### config.mk
export PLATFORM = sky130hd
export DESIGN_NAME = keypad_decoder
export DESIGN_NICKNAME = d
export VERILOG_FILES = /design/src/rtl/calc_pkg.sv /design/src/rtl/keypad_tick_gen.sv /design/src/rtl/keypad_decoder.sv
export SDC_FILE = /design/constraint.sdc
export NUM_CORES = 1
export LEC_CHECK = 0
export CAP_MARGIN = 25
export CORE_MARGIN = 2
export CORE_UTILIZATION = 30
export DETAILED_ROUTE_END_ITERATION = 7
export PLACE_DENSITY = 0.53
export SLEW_MARGIN = 20
export SYNTH_ARGS = -nofsm -noshare
export SYNTH_HDL_FRONTEND = slang
export SYNTH_SLANG_ARGS = --single-unit
### constraint.sdc
create_clock -name clk -period 5.95 [get_ports clk]
set_clock_uncertainty 0.1 [all_clocks]
set_input_delay 1.19 -clock clk [delete_from_list [all_inputs] [get_ports clk]]
set_output_delay 1.19 -clock clk [all_outputs]
set_load 0.02 [all_outputs]
### src/rtl/calc_pkg.sv
// calc_pkg: constants and types shared by the keypad decoder, the calculator
// sequencing FSM and the ALU.
//   OP_*     : 2-bit operator codes carried on op_val
//   KEY_*    : 4-bit internal key codes (0-9 digits, A-D operators, EQ, CLR)
//   kp_state_e : keypad scan FSM states
//   key_code() : (row, col) -> key code lookup for the 4x4 keypad
package calc_pkg;

  localparam logic [1:0] OP_ADD = 2'b00;
  localparam logic [1:0] OP_SUB = 2'b01;
  localparam logic [1:0] OP_MUL = 2'b10;
  localparam logic [1:0] OP_DIV = 2'b11;

  localparam logic [3:0] KEY_A   = 4'hA;
  localparam logic [3:0] KEY_B   = 4'hB;
  localparam logic [3:0] KEY_C   = 4'hC;
  localparam logic [3:0] KEY_D   = 4'hD;
  localparam logic [3:0] KEY_EQ  = 4'hE;
  localparam logic [3:0] KEY_CLR = 4'hF;

  typedef enum logic [1:0] {
    KP_SCAN,
    KP_DEB_PRESS,
    KP_EMIT,
    KP_HELD
  } kp_state_e;

  function automatic logic [3:0] key_code(input logic [1:0] row, input logic [1:0] col);
    logic [3:0] k;
    case ({row, col})
      4'h0: k = 4'd1;
      4'h1: k = 4'd2;
      4'h2: k = 4'd3;
      4'h3: k = KEY_A;
      4'h4: k = 4'd4;
      4'h5: k = 4'd5;
      4'h6: k = 4'd6;
      4'h7: k = KEY_B;
      4'h8: k = 4'd7;
      4'h9: k = 4'd8;
      4'hA: k = 4'd9;
      4'hB: k = KEY_C;
      4'hC: k = KEY_CLR;
      4'hD: k = 4'd0;
      4'hE: k = KEY_EQ;
      default: k = KEY_D;
    endcase
    return k;
  endfunction

endpackage

### src/rtl/keypad_tick_gen.sv
// keypad_tick_gen: free-running prescaler for the keypad scanner.
//   clk, rst : clock, synchronous active-high reset
//   tick     : 1-cycle pulse every SCAN_DIV clocks (counter 0..SCAN_DIV-1)
module keypad_tick_gen #(
  parameter int SCAN_DIV = 1000
) (
  input  logic clk,
  input  logic rst,
  output logic tick
);

  localparam int W = $clog2(SCAN_DIV);

  logic [W-1:0] cnt;

  assign tick = (cnt == W'(SCAN_DIV - 1));

  always_ff @(posedge clk) begin
    if (rst)       cnt <= '0;
    else if (tick) cnt <= '0;
    else           cnt <= cnt + 1'b1;
  end

endmodule

### src/rtl/keypad_decoder.sv
// keypad_decoder: 4x4 matrix keypad scanner / debouncer producing one
// single-cycle event per accepted key press.
//   clk, rst  : clock, synchronous active-high reset
//   row_in    : keypad rows, active-low, asynchronous
//   col_out   : column drive, active-low, one-cold
//   is_num/is_op/is_eq/is_clr : mutually exclusive 1-cycle strobes
//   num_val   : digit 0-9 (valid with is_num, held otherwise)
//   op_val    : operator code (valid with is_op, held otherwise)
// Optional feature macro: KEYPAD_AUTOREPEAT_EN (digit auto-repeat while held).
module keypad_decoder
  import calc_pkg::*;
#(
  parameter int SCAN_DIV     = 1000,
  parameter int DEBOUNCE_CNT = 8,
  parameter int REPEAT_TICKS = 500
) (
  input  logic       clk,
  input  logic       rst,
  input  logic [3:0] row_in,
  output logic [3:0] col_out,
  output logic       is_num,
  output logic       is_op,
  output logic       is_eq,
  output logic       is_clr,
  output logic [3:0] num_val,
  output logic [1:0] op_val
);

  localparam int CW = $clog2(DEBOUNCE_CNT + 1);

  logic [3:0]    row_m, row_s;
  logic          tick;
  kp_state_e     state, state_n;
  logic [1:0]    col_idx, col_n;
  logic [3:0]    lat_row, lat_n;
  logic [CW-1:0] cnt, cnt_n;
  logic          is_num_n, is_op_n, is_eq_n, is_clr_n;
  logic [3:0]    num_n;
  logic [1:0]    op_n;
  logic [1:0]    row_idx;
  logic          one_key;
  logic [3:0]    code;
  logic          cnt_last;

  keypad_tick_gen #(.SCAN_DIV(SCAN_DIV)) u_tick (
    .clk  (clk),
    .rst  (rst),
    .tick (tick)
  );

  always_ff @(posedge clk) begin
    if (rst) begin
      row_m <= 4'hF;
      row_s <= 4'hF;
    end else begin
      row_m <= row_in;
      row_s <= row_m;
    end
  end

  assign col_out = ~(4'b0001 << col_idx);

  // Decode works on the latched row pattern and the frozen column, so it is
  // stable through debounce, emit and hold.
  always_comb begin
    row_idx = 2'd0;
    case (lat_row)
      4'b1101: row_idx = 2'd1;
      4'b1011: row_idx = 2'd2;
      4'b0111: row_idx = 2'd3;
      default: row_idx = 2'd0;
    endcase
  end

  assign one_key  = $onehot(~lat_row);
  assign code     = key_code(row_idx, col_idx);
  assign cnt_last = (cnt == CW'(DEBOUNCE_CNT - 1));

`ifdef KEYPAD_AUTOREPEAT_EN
  localparam int RW = $clog2(REPEAT_TICKS + 1);
  logic [RW-1:0] rep_cnt, rep_n;

  always_ff @(posedge clk) begin
    if (rst) rep_cnt <= '0;
    else     rep_cnt <= rep_n;
  end
`else
  logic unused_repeat;
  assign unused_repeat = ^REPEAT_TICKS;
`endif

  always_comb begin
    state_n  = state;
    col_n    = col_idx;
    lat_n    = lat_row;
    cnt_n    = cnt;
    is_num_n = 1'b0;
    is_op_n  = 1'b0;
    is_eq_n  = 1'b0;
    is_clr_n = 1'b0;
    num_n    = num_val;
    op_n     = op_val;
`ifdef KEYPAD_AUTOREPEAT_EN
    rep_n    = rep_cnt;
`endif
    case (state)
      KP_SCAN: if (tick) begin
        if (row_s == 4'hF) begin
          col_n = col_idx + 2'd1;
        end else begin
          lat_n   = row_s;
          cnt_n   = '0;
          state_n = KP_DEB_PRESS;
        end
      end
      KP_DEB_PRESS: if (tick) begin
        if (row_s != lat_row) begin
          state_n = KP_SCAN;
        end else if (cnt_last) begin
          state_n = KP_EMIT;
          // Strobes are registered, so they are high during the EMIT cycle;
          // multi-row presses fall through with no strobe.
          if (one_key) begin
            case (code)
              KEY_A:   begin is_op_n = 1'b1; op_n = OP_ADD; end
              KEY_B:   begin is_op_n = 1'b1; op_n = OP_SUB; end
              KEY_C:   begin is_op_n = 1'b1; op_n = OP_MUL; end
              KEY_D:   begin is_op_n = 1'b1; op_n = OP_DIV; end
              KEY_EQ:  is_eq_n  = 1'b1;
              KEY_CLR: is_clr_n = 1'b1;
              default: begin is_num_n = 1'b1; num_n = code; end
            endcase
          end
        end else begin
          cnt_n = cnt + 1'b1;
        end
      end
      KP_EMIT: begin
        state_n = KP_HELD;
        cnt_n   = '0;
`ifdef KEYPAD_AUTOREPEAT_EN
        rep_n   = '0;
`endif
      end
      default: if (tick) begin
        // HELD: wait for DEBOUNCE_CNT consecutive clean ticks.
        if (row_s == 4'hF) begin
          if (cnt_last) state_n = KP_SCAN;
          else          cnt_n   = cnt + 1'b1;
        end else begin
          cnt_n = '0;
        end
`ifdef KEYPAD_AUTOREPEAT_EN
        if (row_s == lat_row && one_key && code <= 4'd9) begin
          if (rep_cnt == RW'(REPEAT_TICKS - 1)) begin
            is_num_n = 1'b1;
            num_n    = code;
            rep_n    = '0;
          end else begin
            rep_n = rep_cnt + 1'b1;
          end
        end else begin
          rep_n = '0;
        end
`endif
      end
    endcase
  end

  always_ff @(posedge clk) begin
    if (rst) begin
      state   <= KP_SCAN;
      col_idx <= 2'd0;
      lat_row <= 4'hF;
      cnt     <= '0;
      is_num  <= 1'b0;
      is_op   <= 1'b0;
      is_eq   <= 1'b0;
      is_clr  <= 1'b0;
      num_val <= 4'd0;
      op_val  <= 2'd0;
    end else begin
      state   <= state_n;
      col_idx <= col_n;
      lat_row <= lat_n;
      cnt     <= cnt_n;
      is_num  <= is_num_n;
      is_op   <= is_op_n;
      is_eq   <= is_eq_n;
      is_clr  <= is_clr_n;
      num_val <= num_n;
      op_val  <= op_n;
    end
  end

endmodule
-- After elaboration in Yosys (flattened, before gate mapping)
Memories as Yosys holds them, arrays and structs flattened.
Cells that the tools add are included.
- multiplexer cells: 23
- add/subtract/negate cells: 6
- bitwise logic cells: 9
- eq/ne operators: 21
- shifts and indexed selects: 1
- reductions and logical operators: 15
- operator list (cell ; number):
    $eq A4 B4 Y1 const B ; 9
    $mux W4 ; 7
    $mux W2 ; 8
    $pmux W2 S3 ; 2
    $pmux W4 S3 ; 1
    $reduce_and A6 Y1 ; 2
    $reduce_bool A4 Y1 ; 3
    $reduce_or A6 Y1 ; 2
    $add A10 B1 Y10 const B ; 1
    $eq A10 B10 Y1 const B ; 1
    $eq A4 B3 Y1 const B ; 2
    $ne A2 B2 Y1 const B ; 4
    $not A4 Y4 ; 2
    $pmux W2 S4 ; 1
    $not A1 Y1 ; 7
    $reduce_and A7 Y1 ; 1
    $reduce_and A3 Y1 ; 2
    $reduce_and A5 Y1 ; 1
    $add A1 B1 Y2 ; 2
    $add A4 B1 Y4 const B ; 1
    $mux W1 ; 4
    $ne A4 B4 Y1 ; 1
    $reduce_or A4 Y1 ; 1
    $shl A1 B2 Y4 const A ; 1
    other kinds (9) ; 9
- memory bits (read-only): 64
- bits in registers: 40
- input bits: 6
- logic and storage cells: 89
- memories kept: 1
- memories (name ; words ; width ; read ports ; clocked after memory_dff ; write ports ; RTL line ; RTL):
    (no name shown) ; 16 ; 4 ; 1 ; 0 ; 0 ; calc_pkg.sv:30 ; case ({row, col})

-- Longest topological paths before layout
An unclocked memory read counts as a cell.
- word-level depth: 7
- gate-level depth with buffers: 10

-- Hierarchy
Synthesis repeated with hierarchy kept, for this count alone.
- cell total of the unflattened synthesis: 249
- area total of the unflattened synthesis: 2197.1 sq um
- modules (own cells, without submodules) (module ; area each (sq um) ; seq. area each (sq um) ; instances ; cells an instance):
    keypad_decoder ; 1684.1 ; 600.6 ; 1 ; 193
    keypad_tick_gen ; 513.0 ; 200.2 ; 1 ; 56

-- Worst setup path after synthesis
Ideal clock, no wire load.
- kind: register to register
- from: register lat_row[0]
- to: register op_val[0]
- cell stages (with the launch flop): 10
- library setup time: 70 ps
- data arrival time: 2660 ps
- path slack: 3121 ps
- cells stage by stage: dfxtp_1 -> fa_1 -> inv_1 -> ha_1 -> ha_1 -> nor2_1 -> nand4_1 -> or4_4 -> or4b_1 -> a21oi_1
- longest elaborated chain between the ends: 6
- elaborated cells on any way between the ends: 18
- classes of those cells: add/sub: 2; eq/ne: 9; mux: 2; bitwise: 2; reduce/logical: 2; memory: 1
- ends and longest elaborated chain (element ; RTL line ; RTL):
    from (decl) ; keypad_decoder.sv:35 ; logic [3:0] lat_row, lat_n;
    from (signal assigned) ; keypad_decoder.sv:185 ; lat_row <= lat_n;
    $eq A4 B3 Y1 / $eq A4 B4 Y1 (equally long branches) ; keypad_decoder.sv:67 ; case (lat_row)
    $pmux W2 S3 ; keypad_decoder.sv:67 ;
    $mem_v2 Z16 W4 ; - ;
    $eq A4 B4 Y1 ; keypad_decoder.sv:124 ; case (code)
    $reduce_bool A4 Y1 (no line) ; - ;
    $reduce_and A6 Y1 (no line) ; - ;
    to (signal assigned) ; keypad_decoder.sv:192 ; op_val <= op_n;
    to (decl) ; keypad_decoder.sv:26 ; output logic [1:0] op_val
Several ways; a longest one is shown, not always the timed one.
A chain may end at the register's enable or synchronous reset.

-- Final worst setup path
- from: register col_idx[0]
- to: output col_out[0]
- longest elaborated chain between the ends: 2
- ends and longest elaborated chain (element ; RTL line ; RTL):
    from (decl) ; keypad_decoder.sv:34 ; logic [1:0] col_idx, col_n;
    from (signal assigned) ; keypad_decoder.sv:184 ; col_idx <= col_n;
    $shl A1 B2 Y4 ; keypad_decoder.sv:61 ; assign col_out = ~(4'b0001 << col_idx);
    $not A4 Y4 ; keypad_decoder.sv:61 ;
    to (decl) ; keypad_decoder.sv:20 ; output logic [3:0] col_out,
Every way passes these cells.

==> impl_metrics.tcl <==
set metrics [dict create \
    ys_warn_count 0 \
    io_pins 20 \
    hold_buffers 0 \
    grt_max_degree 28 \
    powerDensity_nw_per_um2 209.5 \
    syn_nets 256 \
    hold_path_depth 1 \
    start_util_pct 30.94 \
    synth_area_per_cell_um2 8.822 \
    antenna_found_initial 0 \
    port_buffers 19 \
    drt-total-wl_um 4121 \
    place_congestion 0.7987 \
    synth_edf_count 0 \
    max-slew-margin-rel_pct 38.47 \
    cts_tree "built" \
    crit_path_end_kind "output port" \
    maxCapViolCount 0 \
    routed_via_density 4.842 \
    r2r-end "op_val[0]" \
    rows 30 \
    htree_levels 2 \
    grt_pass1_wl_um 6989 \
    drt-pass1-iter-count 4 \
    synth_ff_type "dfxtp_1" \
    fmax_ghz 0.3188 \
    p_leak_nw 0.9254 \
    drc 0 \
    grtUsageTotal_pct 11.54 \
    post-route-period-util_pct 52.73 \
    syn-cell-area_um2 2091 \
    cts_setup_buffers 0 \
    dpl.hpwl_um 3112 \
    synth_async_sr_flop_share_pct 0 \
    r2r_cells 9 \
    n_antenna_cell 0 \
    ant_nets 0 \
    seq_area_frac_synth_pct 38.30 \
    crit_arrival_ns 1.85 \
    grt_pass1_vias 1528 \
    fill_cells 695 \
    ir_worst_vdd_v 0.0001006 \
    drive_gt1_share_pct 12.50 \
    fp.dieArea_um2 7653 \
    clkTransAtPathRegs_ns 0.08 \
    drv_slew 0 \
    grt-ovfl-total 0 \
    hold_class "flop to flop" \
    syn_inst 237 \
    core_area_um2 6756 \
    clock_latency_ns 0.29 \
    drt-initial-drc-count 66 \
    final_util_pct 36.02 \
    ys_ff_latch 40 \
    r2r_slack_ns 2.91 \
    path_cells "inv_1, ha_1, inv_1, clkdlybuf4s50_1" \
    cp-startpoint "col_idx[0]" \
    cts_buffer_depth 2 \
    tightestPinTransition_ns 0.9201 \
    nets 274 \
    setup_violations 0 \
    max_stage_delay_ns 0.60 \
    cp-endpoint "col_out[0]" \
    worst_setup_path_start_kind "flop" \
    crit_path_frequent_cell "inv_1" \
    tns_ns 0 \
    worstSetupPathType "flop to output port" \
    synth.distinct_cells 55 \
    cts_num_sinks 40 \
    crit_slowest_cell "clkdlybuf4s50_1" \
    hold_viol 0 \
    critPathRequiredTime_ns 4.66 \
    routedWlPerCell_um 12.26 \
    chipWidth_um 87.48 \
    cts_made_buffers 5 \
    cts_resized 0 \
    root_buffer "clkbuf_8" \
    cp_max_fo 7 \
    die_h_um 87.48 \
    fin_crit_ns 3.137 \
    area_growth_pct 16.40 \
    rsz0062_at_grt "no" \
    status "finished clean" \
    rr_startpoint "lat_row[3]" \
    vias 1627 \
]
through the flow:
stage	total power, mW	instance area, um^2	worst slack (ns)	hold slack [ns]	cells
floorplan	0.2941	2091	3.121	0.2895	237
global placement	0.3004	2326	2.735	0.2917	328
detailed placement	0.3003	2326	2.728	0.2954	328
CTS	0.5167	2434	2.786	0.3140	336
global route	0.5262	2434	2.686	0.3285	336
finish	0.5099	2434	2.813	0.3113	336
where the power goes:
| part | total [mW] | internal [mW] | switching, mW | leakage (nW) |
|---|---|---|---|---|
| sequential | 0.275 | 0.272 | 0.00348 | 0.325 |
| clock | 0.216 | 0.124 | 0.0913 | 0.0552 |
| combinational | 0.0190 | 0.00855 | 0.0104 | 0.545 |
worst max-delay path: cells and delay by family (launching register included):
kind	cells	cell delay [ns]
buf+inv	3	0.81
flops	1	0.47
fa+ha+maj	1	0.27
cell usage after synthesis, types with 2 or more instances:
cell type / number / share of area [%]
dfxtp_1: 40 / 38
nand2_1: 19 / 3.4
a21oi_1: 17 / 4.1
nor2_1: 17 / 3.1
inv_1: 15 / 2.7
o21ai_0: 13 / 3.1
ha_1: 12 / 7.2
nand3_1: 9 / 2.2
nor3_1: 9 / 2.2
or2_2: 8 / 2.4
xnor2_1: 8 / 3.4
nand4_1: 4 / 1.2
xor2_1: 4 / 1.7
nor4_1: 3 / 0.90
a211oi_1: 2 / 0.72
and3_1: 2 / 0.60
and3_2: 2 / 0.72
buf_2: 2 / 0.48
buf_4: 2 / 0.72
buf_6: 2 / 1.1
clkbuf_1: 2 / 0.36
mux2i_1: 2 / 0.96
nand2b_1: 2 / 0.60
nand3b_1: 2 / 0.72
nand4b_1: 2 / 0.84
nor2b_1: 2 / 0.60
nor4_2: 2 / 1.2
o211ai_1: 2 / 0.72
o22ai_1: 2 / 0.60
or3_1: 2 / 0.60
or3_2: 2 / 0.72
or4_4: 2 / 1.1
cells by family (layout without fill, tap and decap cells):
group | after synthesis | in the layout | synth area share (%)
AOI/OAI and AO/OA | 43 | 43 | 12.03
xor gates and xnor gates | 12 | 12 | 5.027
and+or+nand+nor | 102 | 102 | 29.56
buffers and inverters | 24 | 43 | 5.505
adders and majority gates | 14 | 14 | 8.617
muxes | 2 | 2 | 0.9575
DFF | 40 | 40 | 38.30
placed cells by master (no fill, tap or decap), types with 2 or more instances in the layout:
cell type	n
or3_1	2
nor4_2	2
and3_2	2
or4_4	2
nand4_1	4
dfxtp_1	40
ha_1	12
nor2_1	17
nor4_1	3
nor2b_1	2
xor2_1	4
o21ai_0	13
nand3_1	9
nor3_1	9
o22ai_1	2
nand4b_1	2
nand2_1	19
nand3b_1	2
o211ai_1	2
a21oi_1	17
a211oi_1	2
clkbuf_8	5
and3_1	2
nand2b_1	2
mux2i_1	2
inv_1	15
or3_2	2
or2_2	8
clkdlybuf4s50_1	19
xnor2_1	8
layout make-up:
class	instances	area [um^2]	area share [%]
sequential	40	800.8	32.90
tap	80	100.1	4.113
clock inverter	2	35.03	1.440
multi-input combinational	173	1175	48.28
clock buffer	6	72.57	2.982
inverter	16	60.06	2.468
timing repair buffer	19	190.2	7.815
per-layer routing:
layer	part of all wire, %	vias up	GRT usage, %
li1	-	872	-
met1	52	723	15.18
met2	44	24	18.25
met3	2.8	8	2.559
met4	1.6	0	4.615
met5	0	-	0
worst min-delay path by stage:
| stage | start | to | slack (ns) |
|---|---|---|---|
| 6_report | row_m[0] | row_s[0] | 0.31 |
| 5_1_grt | row_m[1] | row_s[1] | 0.33 |
| 4_1_cts | row_m[0] | row_s[0] | 0.31 |
| 3_5_place_dp | row_m[0] | row_s[0] | 0.30 |
| 3_3_place_gp | row_m[0] | row_s[0] | 0.29 |
| 2_1_floorplan | row_m[0] | row_s[0] | 0.29 |
registers in the layout (all words and copies together), names as in the netlist, 4 cells and up:
register / count
row_m: 4
row_s: 4
num_val: 4
lat_row: 4
u_tick.cnt: 10
cnt: 4
(Power assumes the default switching activity.)
==> RTL edit 1: new RTL, config.mk and constraints unchanged <==
`DEBOUNCE_CNT`: 8 -> 4.
--- a/src/rtl/keypad_decoder.sv
+++ b/src/rtl/keypad_decoder.sv
@@ -11,7 +11,7 @@
   import calc_pkg::*;
 #(
   parameter int SCAN_DIV     = 1000,
-  parameter int DEBOUNCE_CNT = 8,
+  parameter int DEBOUNCE_CNT = 4,
   parameter int REPEAT_TICKS = 500
 ) (
   input  logic       clk,
Formal check against the unedited RTL: same outputs for any inputs over 10 cycles, from zero or initial values and one cycle with rst high; that may be too few to reach the edited logic, so the function may still have changed.
==> RTL edit 1 against the unedited design <==
Register-to-register slack barely moved. Sequential share of layout area rose by 0.16 points. Total power is 6.9% higher. Design area is 3.0% lower. Global-route usage is 0.73 points lower. Worst setup slack worse by 0.0027 ns. Synthesized area is 4.6% lower. Routed wire length shrank 12%. Sequential cell count shrank 1. Non-clock buffer count up 1. Die area decreased by 4.4%. First-iteration DRC count shrank 11%.
==> RTL edit 1: results (changes against the unedited design) <==
| Metric | Value |
|---|---|
| Number of fill cells in the layout | `670 (-3.6%)` |
| Synth top area cells | `dfxtp_1 39%, ha_1 7.5%, nor2_1 4.3%` |
| Share of cells above drive strength 1 | `12.1% (-0.42 points)` |
| Initial antenna violation count | `0 (unchanged)` |
| Worst slack, placed | `2.92 ns (+0.192 ns)` |
| Met3 wire length | `179 microns (+56%)` |
| Slew @ Worst Pin | `0.761 ns (-0.159 ns)` |
| Peak VDD IR | `0.0907 mV (-9.8%)` |
| Post-Syn Area per Cell | `9.07 sq um (+2.8%)` |
| Mux cell area share after synthesis | `3.58% (+2.6 points)` |
| WL met1 | `1760 microns (-18%)` |
| LEAKAGE | `0.000953 uW (+3.0%)` |
| Status | `completed` |
| Drt wl/cell | `11.4 microns (-7.3%)` |
| Int Pwr | `441 uW (+9.1%)` |
| Area after DPL | `2230 sq um (-4.2%)` |
| Post-synthesis xor/xnor area fraction | `5.71% (+0.68 points)` |
| Vias in the first global route | `1,428 (-6.5%)` |
| Layout net count | `258 (-5.8%)` |
| Synth Area in Compound Gates | `12.4% (+0.33 points)` |
| Syn nets | `239 (-6.6%)` |
| Distinct cells, synth | `50 (-9.1%)` |
| Grt met3 use | `3.75% (+1.2 points)` |
| Cell total after placement | `309 (-5.8%)` |
| First-pass GRT wire length | `6380 microns (-8.8%)` |
| 1st-pass router iterations | `4 (unchanged)` |
| Synth Area in Adders | `9.03% (+0.42 points)` |
| Register area share after synthesis | `39.1% (+0.85 points)` |
| Post-DP HPWL | `2560 microns (-18%)` |
| Vias/cell | `4.77 (-1.6%)` |
| DR iter-0 viols | `59 (-11%)` |
| Global Route met2 Usage | `17.0% (-1.2 points)` |
| GPL Wtd Cong | `0.754 (-5.6%)` |
==> RTL edit 1: cell count changes after synthesis, moves of 3 or more <==
| cell | delta |
|---|---|
| nand2_1 | -11 |
| a21oi_1 | -6 |
| nor2_1 | +6 |
| nor3_1 | -5 |
| mux2i_1 | +4 |
| a2bb2oi_1 | +3 |
| nand2b_1 | +3 |
| nand3_1 | -3 |
| o21ai_0 | -3 |
==> RTL edit 1: kinds of logic (layout without fill, tap and decap cells) <==
group                    count (synthesis)  in the layout
XOR/XNOR                                13             13
multiplexers                             7              7
flip-flops                              39             39
buffers and inverters                   23             43
adder cells (fa/ha/maj)                 14             14
AO/OA/AOI/OAI                           39             39
AND/OR/NAND/NOR                         85             85
==> RTL edit 1: worst paths after layout <==
kind	startpoint	end	slack, ns	cells past startpoint
max reg2reg	lat_row[3]	op_val[0]	2.90	10
min	row_m[2]	row_s[2]	0.31	1
min reg2reg	row_m[2]	row_s[2]	0.31	1
max	col_idx[0]	col_out[0]	2.81	4
==> RTL edit 1: area by class of cell <==
type | count | area (sq um) | area share (%)
clock buffers | 6 | 72.6 | 3.07
clock inverters | 2 | 60.1 | 2.54
inverters | 15 | 56.3 | 2.38
multi-input cells | 158 | 1100 | 46.5
flip-flops and latches | 39 | 781 | 33.1
well taps | 77 | 96.3 | 4.08
repair buffers | 20 | 198 | 8.37
==> RTL edit 1: power groups by stage <==
stage | clock, uW | sequential [uW] | combinational (uW)
2_1_floorplan | 0 | 273 | 13.4
3_3_place_gp | 0 | 274 | 18.2
3_5_place_dp | 0 | 274 | 18.2
4_1_cts | 268 | 268 | 18.4
5_1_grt | 280 | 269 | 20.4
6_report | 259 | 268 | 18.0
==> RTL edit 2: new RTL, same settings <==
Made on the original files. Re-encode `kp_state_e` (4 states) as Gray code, 2 bits wide.
--- a/src/rtl/calc_pkg.sv
+++ b/src/rtl/calc_pkg.sv
@@ -19,10 +19,10 @@
   localparam logic [3:0] KEY_CLR = 4'hF;
 
   typedef enum logic [1:0] {
-    KP_SCAN,
-    KP_DEB_PRESS,
-    KP_EMIT,
-    KP_HELD
+    KP_SCAN      = 2'b00,
+    KP_DEB_PRESS = 2'b01,
+    KP_EMIT      = 2'b11,
+    KP_HELD      = 2'b10
   } kp_state_e;
 
   function automatic logic [3:0] key_code(input logic [1:0] row, input logic [1:0] col);
Behaviour: no difference found for any inputs over 10 cycles, from zero or initial values and one cycle with rst high; not proved beyond that.
==> RTL edit 2 against the unedited design <==
Synthesized area grew 1.3%. Largest cell class unchanged. Worst setup slack better by 0.019 ns. Synthesized cell count decreased by 0.84%. Design area grew 1.7%. First-iteration DRC count is 62% higher. Total power fell by 5.5%. Clock power fell by 13%. Routed wire length is 4.5% lower. Sequential cell count unchanged. Critical path type unchanged. Critical endpoint unchanged. Via count is 0.37% higher.
==> RTL edit 2: results (changes against the unedited design) <==
| Metric | Value |
|---|---|
| Slowest-stage cell, CP | `clkdlybuf4s50_1` |
| LEAKAGE | `0.000957 uW (+3.4%)` |
| Synth top area cells | `dfxtp_1 38%, ha_1 7.1%, nor2_1 5.3%` |
| Clock buffer depth | `2 (unchanged)` |
| R2r startpoint | `lat_row[3]` |
| Synth Area in Compound Gates | `12.0% (+0.021 points)` |
| WHS | `0.311 ns (-0.000188 ns)` |
| Comb pwr | `20.5 uW (+8%)` |
| Post-DP HPWL | `2890 microns (-7.0%)` |
| GPL Wtd Cong | `0.795 (-0.43%)` |
| Hold Path Stages | `1 (unchanged)` |
| Area after DPL | `2380 sq um (+2.4%)` |
| Largest net degree at the start of global routing | `25 (-11%)` |
| Critical path's largest stage delay | `0.62 ns (+0.02 ns)` |
| Global-route usage over all layers | `10.9% (-0.68 points)` |
| Resized cells post-CTS | `0 (unchanged)` |
| R2r endpoint | `op_val[1]` |
| Mux cell area share after synthesis | `2.89% (+1.9 points)` |
| # setup viols final | `0 (unchanged)` |
| Hold Crit Class | `register to register` |
| Hold path startpoint | `row_m[3]` |
| 1st-pass router iterations | `4 (unchanged)` |
| Status | `completed` |
| Max reg flops | `10 (unchanged)` |
| Cells after Synth | `235 (-0.84%)` |
| Cell total after placement | `342 (+4.3%)` |
| Asr flop ratio synth | `0% (unchanged)` |
| Vias/cell | `4.67 (-3.6%)` |
| Layout net count | `272 (-0.73%)` |
| Reg2Reg Setup Slack | `2.97 ns (+0.06 ns)` |
| Worst slack, placed | `2.73 ns (+0.00185 ns)` |
| Most flops, register | `u_tick.cnt` |
| Synth Area in Adders | `8.51% (-0.11 points)` |
| Hold endpoint | `row_s[3]` |
| Setup bufs post-CTS | `0 (unchanged)` |
| Vias in the first global route | `1,486 (-2.7%)` |
| Worst R2R Path Depth | `9 (unchanged)` |
| Post-synth top cells | `40 x dfxtp_1, 30 x nor2_1, 15 x nand2_1, 13 x a21oi_1, 12 x ha_1` |
| Syn nets | `254 (-0.78%)` |
| Register area share after synthesis | `37.8% (-0.50 points)` |
| Root Buffer | `clkbuf_8` |
| Post-layout power | `482 uW (-5.5%)` |
| Peak VDD IR | `0.0942 mV (-6.4%)` |
| Worst EP arrival | `1.83 ns (-0.02 ns)` |
| Share of cells above drive strength 1 | `9.84% (-2.7 points)` |
| DR iter-0 viols | `107 (+62%)` |
| Post-synthesis xor/xnor area fraction | `6.20% (+1.2 points)` |
| Switch Pwr | `107 uW (+1.7%)` |
| Initial antenna violation count | `0 (unchanged)` |
| Clk pwr | `187 uW (-13%)` |
| Vias | `1,633 (+0.37%)` |
| Clock-pin slew on the worst setup and hold paths | `0.08 ns (about the same)` |
| Relative slew slack | `44.3% (+5.8 points)` |
| Final wirelength | `3930 microns (-4.5%)` |
| First-pass GRT wire length | `6670 microns (-4.6%)` |
| Port bufs | `19 (unchanged)` |
| Distinct cells, synth | `49 (-11%)` |
| Worst-path fanout max | `6 (-1)` |
## RTL edit 2: changes by cell type after synthesis, sizes merged, moves of 4 or more
cell   unedited run  this run
inv              16        11
nand2            20        16
nor2             17        30
nor3             10         4
nor3b             1         5
o21ai            13         6
## RTL edit 2: kinds of logic (layout without fill, tap and decap cells)
logic type	count (synthesis)	after routing
adders and majority gates	14	14
DFF	40	40
and+or+nand+nor	104	104
AOI/OAI and AO/OA	37	37
xor gates and xnor gates	15	15
buffers and inverters	19	38
muxes	6	6
## RTL edit 2: critical path, delay by kind of cell (launching register included)
kind                     cells  cell delay, ns
flip-flops                   1            0.43
adder cells (fa/ha/maj)      1            0.23
buffers and inverters        3            0.88
## RTL edit 2: final cells by class
class                      count  area (sq um)
tap                           96           120
inverter                      11          41.3
clock inverter                 1          7.51
fill                         726          4360
multi-input combinational    176          1230
timing repair buffer          19           190
sequential                    40           801
clock buffer                   7          86.3
## RTL edit 2: layer usage
layer  wire length (microns)  vias to the layer above  track usage, %  share of wire [%]
li1                        -                      851               -                  -
met1                    1970                      748            14.3                 50
met2                    1770                       29            17.5                 45
met3                     143                        5            2.83                3.6
met4                      48                        0            3.31                1.2
met5                       0                        -               0                  0
## RTL edit 2: worst max-delay path by stage
| stage | cells after the start | slack [ns] | endpoint | from |
|---|---|---|---|---|
| floorplan | 9 | 3.42 | op_val[1] | lat_row[0] |
| global placement | 5 | 2.75 | cnt[2] | rst |
| detailed placement | 5 | 2.73 | cnt[2] | rst |
| CTS | 4 | 2.80 | col_out[0] | col_idx[0] |
| global route | 9 | 2.65 | num_val[1] | lat_row[3] |
| finish | 4 | 2.83 | col_out[0] | col_idx[0] |
